## src/rtl/cdb_rr_scheduler_pkg.sv

```systemverilog
// Shared types and default widths for the round-robin Common Data Bus scheduler.
package CDB_types;

  localparam int ARB_NUM    = 4;
  localparam int CDB_DATA_W = 32;
  localparam int CDB_TAG_W  = 5;
  localparam int CDB_PREG_W = 6;

  typedef struct packed {
    logic [CDB_TAG_W-1:0]  rob_idx;
    logic [CDB_PREG_W-1:0] pd;
    logic [CDB_DATA_W-1:0] data;
  } cdb_pkt_t;

  // Index width for NUM_REQ units; a single unit still needs a 1-bit field.
  function automatic int src_width(input int n);
    return (n > 1) ? $clog2(n) : 1;
  endfunction

endpackage

```

## src/rtl/cdb_rr_scheduler_if.sv

```systemverilog
// Completion-port and broadcast bundle between the functional units and the CDB scheduler.
interface cdb_rr_scheduler_if
  import CDB_types::*;
#(
  parameter int NUM_REQ = ARB_NUM,
  parameter int DATA_W  = CDB_DATA_W,
  parameter int TAG_W   = CDB_TAG_W,
  parameter int PREG_W  = CDB_PREG_W
);

  localparam int SRC_W = src_width(NUM_REQ);

  logic [NUM_REQ-1:0]             fu_valid;
  logic [NUM_REQ-1:0][TAG_W-1:0]  fu_rob_idx;
  logic [NUM_REQ-1:0][PREG_W-1:0] fu_pd;
  logic [NUM_REQ-1:0][DATA_W-1:0] fu_data;
  logic [NUM_REQ-1:0]             fu_ready;

  logic              cdb_valid;
  logic [TAG_W-1:0]  cdb_rob_idx;
  logic [PREG_W-1:0] cdb_pd;
  logic [DATA_W-1:0] cdb_data;
  logic [SRC_W-1:0]  cdb_src;

  modport slave (
    input  fu_valid, fu_rob_idx, fu_pd, fu_data,
    output fu_ready,
    output cdb_valid, cdb_rob_idx, cdb_pd, cdb_data, cdb_src
  );

  modport master (
    output fu_valid, fu_rob_idx, fu_pd, fu_data,
    input  fu_ready,
    input  cdb_valid, cdb_rob_idx, cdb_pd, cdb_data, cdb_src
  );

endinterface

```

## src/rtl/cdb_rr_scheduler_pick.sv

```systemverilog
// Rotating-priority encoder: first set request at or above ptr, wrapping, as one-hot and binary index.
module cdb_rr_pick #(
  parameter int NUM_REQ = 4,
  parameter int IDX_W   = 2
) (
  input  logic [NUM_REQ-1:0] req,
  input  logic [IDX_W-1:0]   ptr,
  output logic [NUM_REQ-1:0] gnt,
  output logic [IDX_W-1:0]   idx,
  output logic               any
);

  logic [2*NUM_REQ-1:0] req_dbl;
  logic [2*NUM_REQ-1:0] req_shift;
  logic [2*NUM_REQ-1:0] gnt_dbl;
  logic [NUM_REQ-1:0]   rot;
  logic [NUM_REQ-1:0]   rot_oh;
  logic [IDX_W-1:0]     off_term [NUM_REQ];
  logic [IDX_W-1:0]     off;
  logic [IDX_W:0]       idx_sum;
  logic [IDX_W:0]       idx_wrap;

  // Rotating the doubled vector right by ptr puts unit ptr at bit 0, so
  // plain lowest-set-bit priority becomes round-robin priority.
  assign req_dbl   = {req, req};
  assign req_shift = req_dbl >> ptr;
  assign rot       = req_shift[NUM_REQ-1:0];
  assign rot_oh    = rot & (~rot + NUM_REQ'(1));

  // Rotate the one-hot back into unit numbering through the upper half.
  assign gnt_dbl = {rot_oh, rot_oh} << ptr;
  assign gnt     = gnt_dbl[2*NUM_REQ-1:NUM_REQ];
  assign any     = |req;

  generate
    for (genvar gi = 0; gi < NUM_REQ; gi++) begin : g_off
      assign off_term[gi] = rot_oh[gi] ? IDX_W'(gi) : '0;
    end
  endgenerate

  always_comb begin
    off = '0;
    for (int k = 0; k < NUM_REQ; k++) begin
      off = off | off_term[k];
    end
  end

  assign idx_sum  = {1'b0, off} + {1'b0, ptr};
  assign idx_wrap = idx_sum - (IDX_W+1)'(NUM_REQ);
  assign idx      = (idx_sum >= (IDX_W+1)'(NUM_REQ)) ? idx_wrap[IDX_W-1:0] : idx_sum[IDX_W-1:0];

endmodule

```

## src/rtl/cdb_rr_scheduler.sv

```systemverilog
// Round-robin arbiter sharing one registered Common Data Bus among NUM_REQ completion ports.
module cdb_rr_scheduler
  import CDB_types::*;
#(
  parameter int NUM_REQ = ARB_NUM,
  parameter int DATA_W  = CDB_DATA_W,
  parameter int TAG_W   = CDB_TAG_W,
  parameter int PREG_W  = CDB_PREG_W
) (
  input  logic               clk,
  input  logic               rst,
  input  logic               flush,
  cdb_rr_scheduler_if.slave  bus
);

  localparam int SRC_W = src_width(NUM_REQ);

  logic [SRC_W-1:0]   rr_ptr_reg;
  logic [SRC_W-1:0]   rr_ptr_next;
  logic [NUM_REQ-1:0] pick_gnt;
  logic [SRC_W-1:0]   pick_idx;
  logic               pick_any;
  logic               grant_en;

  logic              cdb_valid_reg;
  logic [TAG_W-1:0]  cdb_rob_idx_reg;
  logic [PREG_W-1:0] cdb_pd_reg;
  logic [DATA_W-1:0] cdb_data_reg;
  logic [SRC_W-1:0]  cdb_src_reg;

  cdb_rr_pick #(
    .NUM_REQ (NUM_REQ),
    .IDX_W   (SRC_W)
  ) u_pick (
    .req (bus.fu_valid),
    .ptr (rr_ptr_reg),
    .gnt (pick_gnt),
    .idx (pick_idx),
    .any (pick_any)
  );

  // The broadcast stage always accepts, so only reset and flush can block a grant.
  assign grant_en     = rst & ~flush & pick_any;
  assign bus.fu_ready = grant_en ? pick_gnt : '0;

  always_comb begin
    rr_ptr_next = rr_ptr_reg;
    if (grant_en) begin
      rr_ptr_next = (pick_idx == SRC_W'(NUM_REQ - 1)) ? '0 : pick_idx + SRC_W'(1);
    end
  end

  always_ff @(posedge clk or negedge rst) begin
    if (!rst) begin
      rr_ptr_reg      <= '0;
      cdb_valid_reg   <= 1'b0;
      cdb_rob_idx_reg <= '0;
      cdb_pd_reg      <= '0;
      cdb_data_reg    <= '0;
      cdb_src_reg     <= '0;
    end else begin
      rr_ptr_reg    <= rr_ptr_next;
      cdb_valid_reg <= grant_en;
      if (grant_en) begin
        cdb_rob_idx_reg <= bus.fu_rob_idx[pick_idx];
        cdb_pd_reg      <= bus.fu_pd[pick_idx];
        cdb_data_reg    <= bus.fu_data[pick_idx];
        cdb_src_reg     <= pick_idx;
      end
    end
  end

  assign bus.cdb_valid   = cdb_valid_reg;
  assign bus.cdb_rob_idx = cdb_rob_idx_reg;
  assign bus.cdb_pd      = cdb_pd_reg;
  assign bus.cdb_data    = cdb_data_reg;
  assign bus.cdb_src     = cdb_src_reg;

endmodule

```

## src/flat_wrapper.sv

```systemverilog
// flat-port wrapper written by rule: the top's interface ports become plain ports
module cdb_rr_scheduler_flat import CDB_types::*;
#(
  parameter int NUM_REQ = ARB_NUM,
  parameter int DATA_W  = CDB_DATA_W,
  parameter int TAG_W   = CDB_TAG_W,
  parameter int PREG_W  = CDB_PREG_W
)
  (clk, rst, flush, bus_fu_valid, bus_fu_rob_idx, bus_fu_pd, bus_fu_data, bus_fu_ready, bus_cdb_valid, bus_cdb_rob_idx, bus_cdb_pd, bus_cdb_data, bus_cdb_src);
  cdb_rr_scheduler_if #(.NUM_REQ(NUM_REQ), .DATA_W(DATA_W), .TAG_W(TAG_W), .PREG_W(PREG_W)) bus_i ();
  input  logic clk;
  input  logic rst;
  input  logic flush;
  input wire logic [$bits(bus_i.fu_valid)-1:0] bus_fu_valid;
  input wire logic [$bits(bus_i.fu_rob_idx)-1:0] bus_fu_rob_idx;
  input wire logic [$bits(bus_i.fu_pd)-1:0] bus_fu_pd;
  input wire logic [$bits(bus_i.fu_data)-1:0] bus_fu_data;
  output wire logic [$bits(bus_i.fu_ready)-1:0] bus_fu_ready;
  output wire logic [$bits(bus_i.cdb_valid)-1:0] bus_cdb_valid;
  output wire logic [$bits(bus_i.cdb_rob_idx)-1:0] bus_cdb_rob_idx;
  output wire logic [$bits(bus_i.cdb_pd)-1:0] bus_cdb_pd;
  output wire logic [$bits(bus_i.cdb_data)-1:0] bus_cdb_data;
  output wire logic [$bits(bus_i.cdb_src)-1:0] bus_cdb_src;
  assign bus_i.fu_valid = bus_fu_valid;
  assign bus_i.fu_rob_idx = bus_fu_rob_idx;
  assign bus_i.fu_pd = bus_fu_pd;
  assign bus_i.fu_data = bus_fu_data;
  assign bus_fu_ready = bus_i.fu_ready;
  assign bus_cdb_valid = bus_i.cdb_valid;
  assign bus_cdb_rob_idx = bus_i.cdb_rob_idx;
  assign bus_cdb_pd = bus_i.cdb_pd;
  assign bus_cdb_data = bus_i.cdb_data;
  assign bus_cdb_src = bus_i.cdb_src;
  cdb_rr_scheduler #(.NUM_REQ(NUM_REQ), .DATA_W(DATA_W), .TAG_W(TAG_W), .PREG_W(PREG_W)) u_core (.clk(clk), .rst(rst), .flush(flush), .bus(bus_i));
endmodule
```

## config.mk

```make
export PLATFORM = sky130hd
export DESIGN_NAME = cdb_rr_scheduler_flat
export DESIGN_NICKNAME = d
export VERILOG_FILES = /design/src/rtl/cdb_rr_scheduler_pkg.sv /design/src/rtl/cdb_rr_scheduler_if.sv /design/src/rtl/cdb_rr_scheduler_pick.sv /design/src/rtl/cdb_rr_scheduler.sv /design/src/flat_wrapper.sv
export SDC_FILE = /design/constraint.sdc
export NUM_CORES = 1
export LEC_CHECK = 0
export ABC_AREA = 1
export CAP_MARGIN = 5
export CORE_ASPECT_RATIO = 1.1
export CORE_MARGIN = 3
export CORE_UTILIZATION = 42
export DETAILED_ROUTE_END_ITERATION = 6
export HOLD_SLACK_MARGIN = 0.05
export PLACE_DENSITY = 0.87
export SYNTH_ARGS = -nofsm -noshare
export SYNTH_HDL_FRONTEND = slang
export SYNTH_HIERARCHICAL = 1
export SYNTH_SLANG_ARGS = --single-unit
```

## constraint.sdc

```tcl
create_clock -name clk -period 4.92 [get_ports clk]
set_input_delay 1.476 -clock clk [delete_from_list [all_inputs] [get_ports clk]]
set_output_delay 1.476 -clock clk [all_outputs]
set_load 0.005 [all_outputs]
```

Word level (Yosys, flattened, before mapping)
Index checks and enable logic that the tools add are counted.
{"block": "totals", "reg_bits": 48, "latchBits": 0, "ramBits": 0, "rom_bits": 0, "input_bits": 179, "output_inout_bits": 50, "elab_cells": 35, "n_memories": 0}
{"block": "classes", "add_sub_neg": 4, "multipliers": 0, "div_mod_pow": 0, "order_cmp": 2, "n_eq_ne": 1, "n_shift": 2, "n_mux": 12, "n_bitwise": 7, "reduce_logical": 1}
{"operator": "$bmux 32 s2", "n": 1}
{"operator": "$mux 32", "n": 1}
{"operator": "$bmux 6 s2", "n": 1}
{"operator": "$bmux 5 s2", "n": 1}
{"operator": "$mux 2", "n": 4}
{"operator": "$shl 8x2->8", "n": 1}
{"operator": "$shr 8x2->4", "n": 1}
{"operator": "$mux 6", "n": 1}
{"operator": "$mux 5", "n": 1}
{"operator": "$add 4x1->4 const B", "n": 1}
{"operator": "$and 4x4->4", "n": 1}
{"operator": "$mux 4", "n": 1}
{"operator": "$not 4->4", "n": 1}
{"operator": "$reduce_or 4->1", "n": 1}
{"operator": "$add 2x2->3", "n": 1}
{"operator": "$ge 3x3->1 const B", "n": 1}
{"operator": "$lt 2x3->1 const B", "n": 1}
{"operator": "$add 2x1->2 const B", "n": 1}
{"operator": "$and 1x1->1", "n": 2}
{"operator": "$eq 2x2->1 const B", "n": 1}
{"operator": "$or 1x2->2", "n": 1}
{"operator": "$or 2x2->2", "n": 1}
{"operator": "$sub 2x1->2 const B", "n": 1}
{"operator": "$mux 1", "n": 1}
{"operator": "$not 1->1", "n": 1}

Longest topological paths before layout
{"block": "logic_depth", "ltp_word": 12, "mapped_depth": 21, "ltp_nobuf": 18}

Hierarchy
The synthesis kept the hierarchy.
{"module": "cdb_rr_scheduler", "n_inst": 1, "cells_per_inst": 624, "area_each_um2": 3598.5, "seq_area_each_um2": 1201.2}
{"module": "cdb_rr_pick", "n_inst": 1, "cells_per_inst": 62, "area_each_um2": 376.6, "seq_area_each_um2": 0.0}

Worst setup path after synthesis
Ideal clock, no wire load.
{"block": "synth_timing", "kind": "input to output", "startpoint": "input port bus_fu_valid[1]", "endpoint": "output port bus_fu_ready[0]", "arrival_ns": 2.532, "required_time_ns": 3.444, "path_slack_ns": 0.912, "cell_stages": 4, "path_buffers": 1, "path_cell_list": "or4_1 nand3b_4 clkbuf_1 nor2_1"}
{"block": "synth_via", "elab_chain_len": 6, "word_cells_on_any_way": 8, "cone_classes": "1 x add/sub; 2 x shift; 1 x mux; 3 x bitwise; 1 x reduce/logical"}
{"item": "start: declaration", "line_no": "flat_wrapper.sv:14", "rtl": "input wire logic [$bits(bus_i.fu_valid)-1:0] bus_fu_valid;"}
{"item": "$shr 8x2->4", "line_no": "cdb_rr_scheduler_pick.sv:26", "rtl": "assign req_shift = req_dbl >> ptr;"}
{"item": "$not 4->4", "line_no": "cdb_rr_scheduler_pick.sv:28", "rtl": "assign rot_oh = rot & (~rot + NUM_REQ'(1));"}
{"item": "$add 4x1->4", "line_no": "cdb_rr_scheduler_pick.sv:28"}
{"item": "$and 4x4->4", "line_no": "cdb_rr_scheduler_pick.sv:28"}
{"item": "$shl 8x2->8", "line_no": "cdb_rr_scheduler_pick.sv:31", "rtl": "assign gnt_dbl = {rot_oh, rot_oh} << ptr;"}
{"item": "$mux 4 *", "line_no": "cdb_rr_scheduler.sv:44", "rtl": "assign bus.fu_ready = grant_en ? pick_gnt : '0;"}
{"item": "end: declaration", "line_no": "flat_wrapper.sv:18", "rtl": "output wire logic [$bits(bus_i.fu_ready)-1:0] bus_fu_ready;"}
Every way passes the cells marked *; elsewhere a longest branch is shown, timed or not.

Worst setup path after layout
{"block": "layout_timing", "startpoint": "input port bus_fu_valid[3]", "endpoint": "output port bus_fu_ready[1]"}
{"block": "layout_via", "elab_chain_len": 6, "word_cells_on_any_way": 8, "cone_classes": "1 x add/sub; 2 x shift; 1 x mux; 3 x bitwise; 1 x reduce/logical"}
{"item": "$shr 8x2->4 *", "line_no": "cdb_rr_scheduler_pick.sv:26"}
{"item": "$not 4->4", "line_no": "cdb_rr_scheduler_pick.sv:28"}
{"item": "$add 4x1->4", "line_no": "cdb_rr_scheduler_pick.sv:28"}
{"item": "$and 4x4->4 *", "line_no": "cdb_rr_scheduler_pick.sv:28"}
{"item": "$shl 8x2->8 *", "line_no": "cdb_rr_scheduler_pick.sv:31"}
{"item": "via u_core.pick_gnt[1]", "line_no": "cdb_rr_scheduler.sv:20", "rtl": "logic [NUM_REQ-1:0] pick_gnt;"}
{"item": "$mux 4 *", "line_no": "cdb_rr_scheduler.sv:44"}
Mark *: on every way through the listed nets, which the timed path passes. The rest lies on a longest branch.

==> results.md <==
- Status: completed
- F_max: 221 MHz
- Crit-path slowest cell: clkdlybuf4s50_1
- Area occupied by multi-input gates: 2170 um^2
- Worst r2r src: u_core/rr_ptr_reg[0]$_DFFE_PN0P_
- Total length of routed wires: 13.8 mm
- Syn Area/Cell: 5.79 um^2
- Critical-path cell list: dlymetal6s2s_1 > nand2_1 > nand3_1 > nand2_2 > inv_1 > nand3_1 > nand2_1 > nand3_1 > nand2_1 > inv_1 > nor2_1 > clkdlybuf4s50_1
- Buffer and inverter count on the worst path: 4
- Synth top area cells: nand2_1, dfrtp_1, nand3_1
- Share of cells above drive strength 1: 4.72%
- Antenna-violating nets left: 0
- Crit path max fanout: 3
- Dpl hpwl: 10.7 mm
- Routability cong.: 0.904
- Post-layout util: 69.7%
- Drt initial violations: 238
- Rows: 36
- Crit path max-delay family: buffers and inverters
- Final Hold Vio Count: 0
- Reg area: 1200 um^2
- H-tree depth: 2
- Crit path kind: in2out
- Max reg flops: 32
- Clk sinks: 48
- Worst clock skew: 4.98 ps
- DRC viols: 0
- Relative slew slack: 37.8%
- Async S/R FF share, synth: 100%
- Netlist area before placement: 3980 um^2
- Hold-fix buffers, CTS: 0
- Fill count: 778
- Total power: 3.84 mW
- Die area: 10700 um^2
- Drt wl/cell: 13.8 um
- Crit path required time: 3440 ps
- Vias per cell: 4.93
- Number of synthesized flops with an enable pin: 0
- Clock buffer depth: 2
- Hold_sp: u_core/bus.cdb_rob_idx[4]$_DFFE_PN0P_
- Commonest cells in the netlist: nand2_1, nand3_1, inv_1, dfrtp_1, buf_2
- Port bufs: 228
- Fin crit share: 92.1%
- Ys Warns: 6
- Hold worst-path end: u_core/bus.cdb_rob_idx[4]$_DFFE_PN0P_
- Min Tclk post-route: 4530 ps
- Top-area cell type share of the netlist area: 34.9%
- Slowest stage delay, CP: 500 ps
- Antenna Cells: 0
- Hold depth: 2
- Largest area contributor in the netlist: nand2_1
- CTS tree: built
- Pwr dens: 609 nW/um^2
- Setup TNS: 0 ps
- Hold WC Path Type: reg2reg
- Critical R2R Capture: u_core/bus.cdb_data[10]$_DFFE_PN0P_
- Hold WS: 482 ps
- Initial core utilization: 43.9%
- Yosys reg bits: 48
- Die H: 108 um
- DR vias: 4943
- RSZ-0062 raised after global routing: false
- Io pins: 229
- Post-synthesis cell type count: 26
- Synth Flop Type: dfrtp_1
- Vias in the first global route: 4567
- Clock Root Buffer: clkbuf_8
- CP endpoint kind: output pin
- CP arrival: 3060 ps
- Worst R2R Setup Slack: 1930 ps
- # Max-Cap Violations: 0
- Slew @ Worst Pin: 932 ps
- Num CTS Buffers: 5
- Worst reg2reg path depth: 14
- Cells after Synth: 686
- Worst Setup Start Kind: primary input
- Fin. max-slew vios: 0
- Core Footprint: 9050 um^2
- Die width: 98.8 um
- Layout Area Growth over Synthesis: 58.7%
- Largest net degree at the start of global routing: 88
- Nets: 1069
- DRT Pass-1 Iters: 5
- First-pass GRT wire length: 21.7 mm
- Initial antenna violation count: 0
- Most frequent cell after synthesis: nand2_1
- Global-route usage over all layers: 24.6%
- Leak pwr: 3.42 nW
- CTS clk-pin slew, worst paths: 80 ps
- Clk_lat worst skew: 290 ps
- Worst VDD drop: 0.525 mV
- Synthesized Nets: 867
- Sequential share of the synthesized area: 30.2%
- Grt total ovfl: 0
- Setup violations, final: 0
[stage by stage]
step	cell area, um^2	cells	setup slack, ps
floorplan	3980	686	912
global placement	6200	995	94.8
detailed placement	6200	995	22.1
CTS	6290	1003	14.7
global route	6310	1003	237
finish	6310	1003	387
[routing by layer]
metal / vias to the layer above / part of all wire [%] / routed length, um / track usage, %
li1: 2446 / - / - / -
met1: 2255 / 38 / 5200 / 30.9
met2: 209 / 53 / 7280 / 43.7
met3: 33 / 6.8 / 938 / 3.68
met4: 0 / 2.8 / 388 / 7.12
met5: - / 0 / 0 / 0
[worst max-delay path by stage]
stage / start / end / cells after the start
after floorplan: bus_fu_valid[1] / bus_fu_ready[0] / 4
after global placement: bus_fu_valid[3] / bus_fu_ready[1] / 12
after detailed placement: bus_fu_valid[3] / bus_fu_ready[1] / 12
after CTS: bus_fu_valid[3] / bus_fu_ready[1] / 12
after global routing: bus_fu_valid[3] / bus_fu_ready[3] / 12
final: bus_fu_valid[3] / bus_fu_ready[1] / 12
[layout by cell type, fill, tap and decap left out, types with 2 or more instances in the layout]
cell type / instances
inv_2: 2
nand2_2: 8
inv_1: 92
dfrtp_1: 48
clkbuf_1: 2
nand3_2: 5
nand2_4: 4
buf_4: 7
a21oi_1: 2
clkdlybuf4s50_1: 223
nand2_1: 369
nor2_1: 6
clkbuf_8: 6
dlymetal6s2s_1: 4
o21ai_2: 3
nand3_1: 94
o21ai_1: 2
[where the power goes]
part           internal (mW)  switching (mW)
logic                   1.14            1.76
clock network          0.115           0.125
registers              0.578           0.131
total                   1.83            2.01
[area by class of cell]
cell class,count,share of cell area (%)
clock buffers,8,1.43
inverters,96,5.83
multi-input cells,502,34.3
flip-flops and latches,48,19.0
well taps,114,2.26
repair buffers,235,37.1
[cells by family (layout without fill, tap and decap cells)]
logic type                 count (synthesis)  after routing  synth area share, %
buffers and inverters                    136            339                 15.7
AOI/OAI and AO/OA                          9              9                 1.54
xor gates and xnor gates                   1              1                0.220
and+or+nand+nor                          490            490                 51.7
adders and majority gates                  2              2                0.629
DFF                                       48             48                 30.2
[worst register-to-register path, stage by stage (launching register included)]
cell     delay (ps)
dfrtp_1         670
nand2_1         170
nand2_1         100
nand2_1          60
nand2_2         100
nand2_2          90
a21oi_1         170
ha_2            200
xor2_1          180
nand2_1          70
nand2_1          60
inv_1            70
nor2_2          730
nand2_1         150
nand3_1         120
[timing repair]
action / CTS / global route
setup buffers: 0 / 0
gates resized for setup: 0 / 6
endpoints found under the setup margin: 0 / 4
hold endpoints to repair: 0 / 0
No activity file was read; power rests on OpenSTA's default activity.
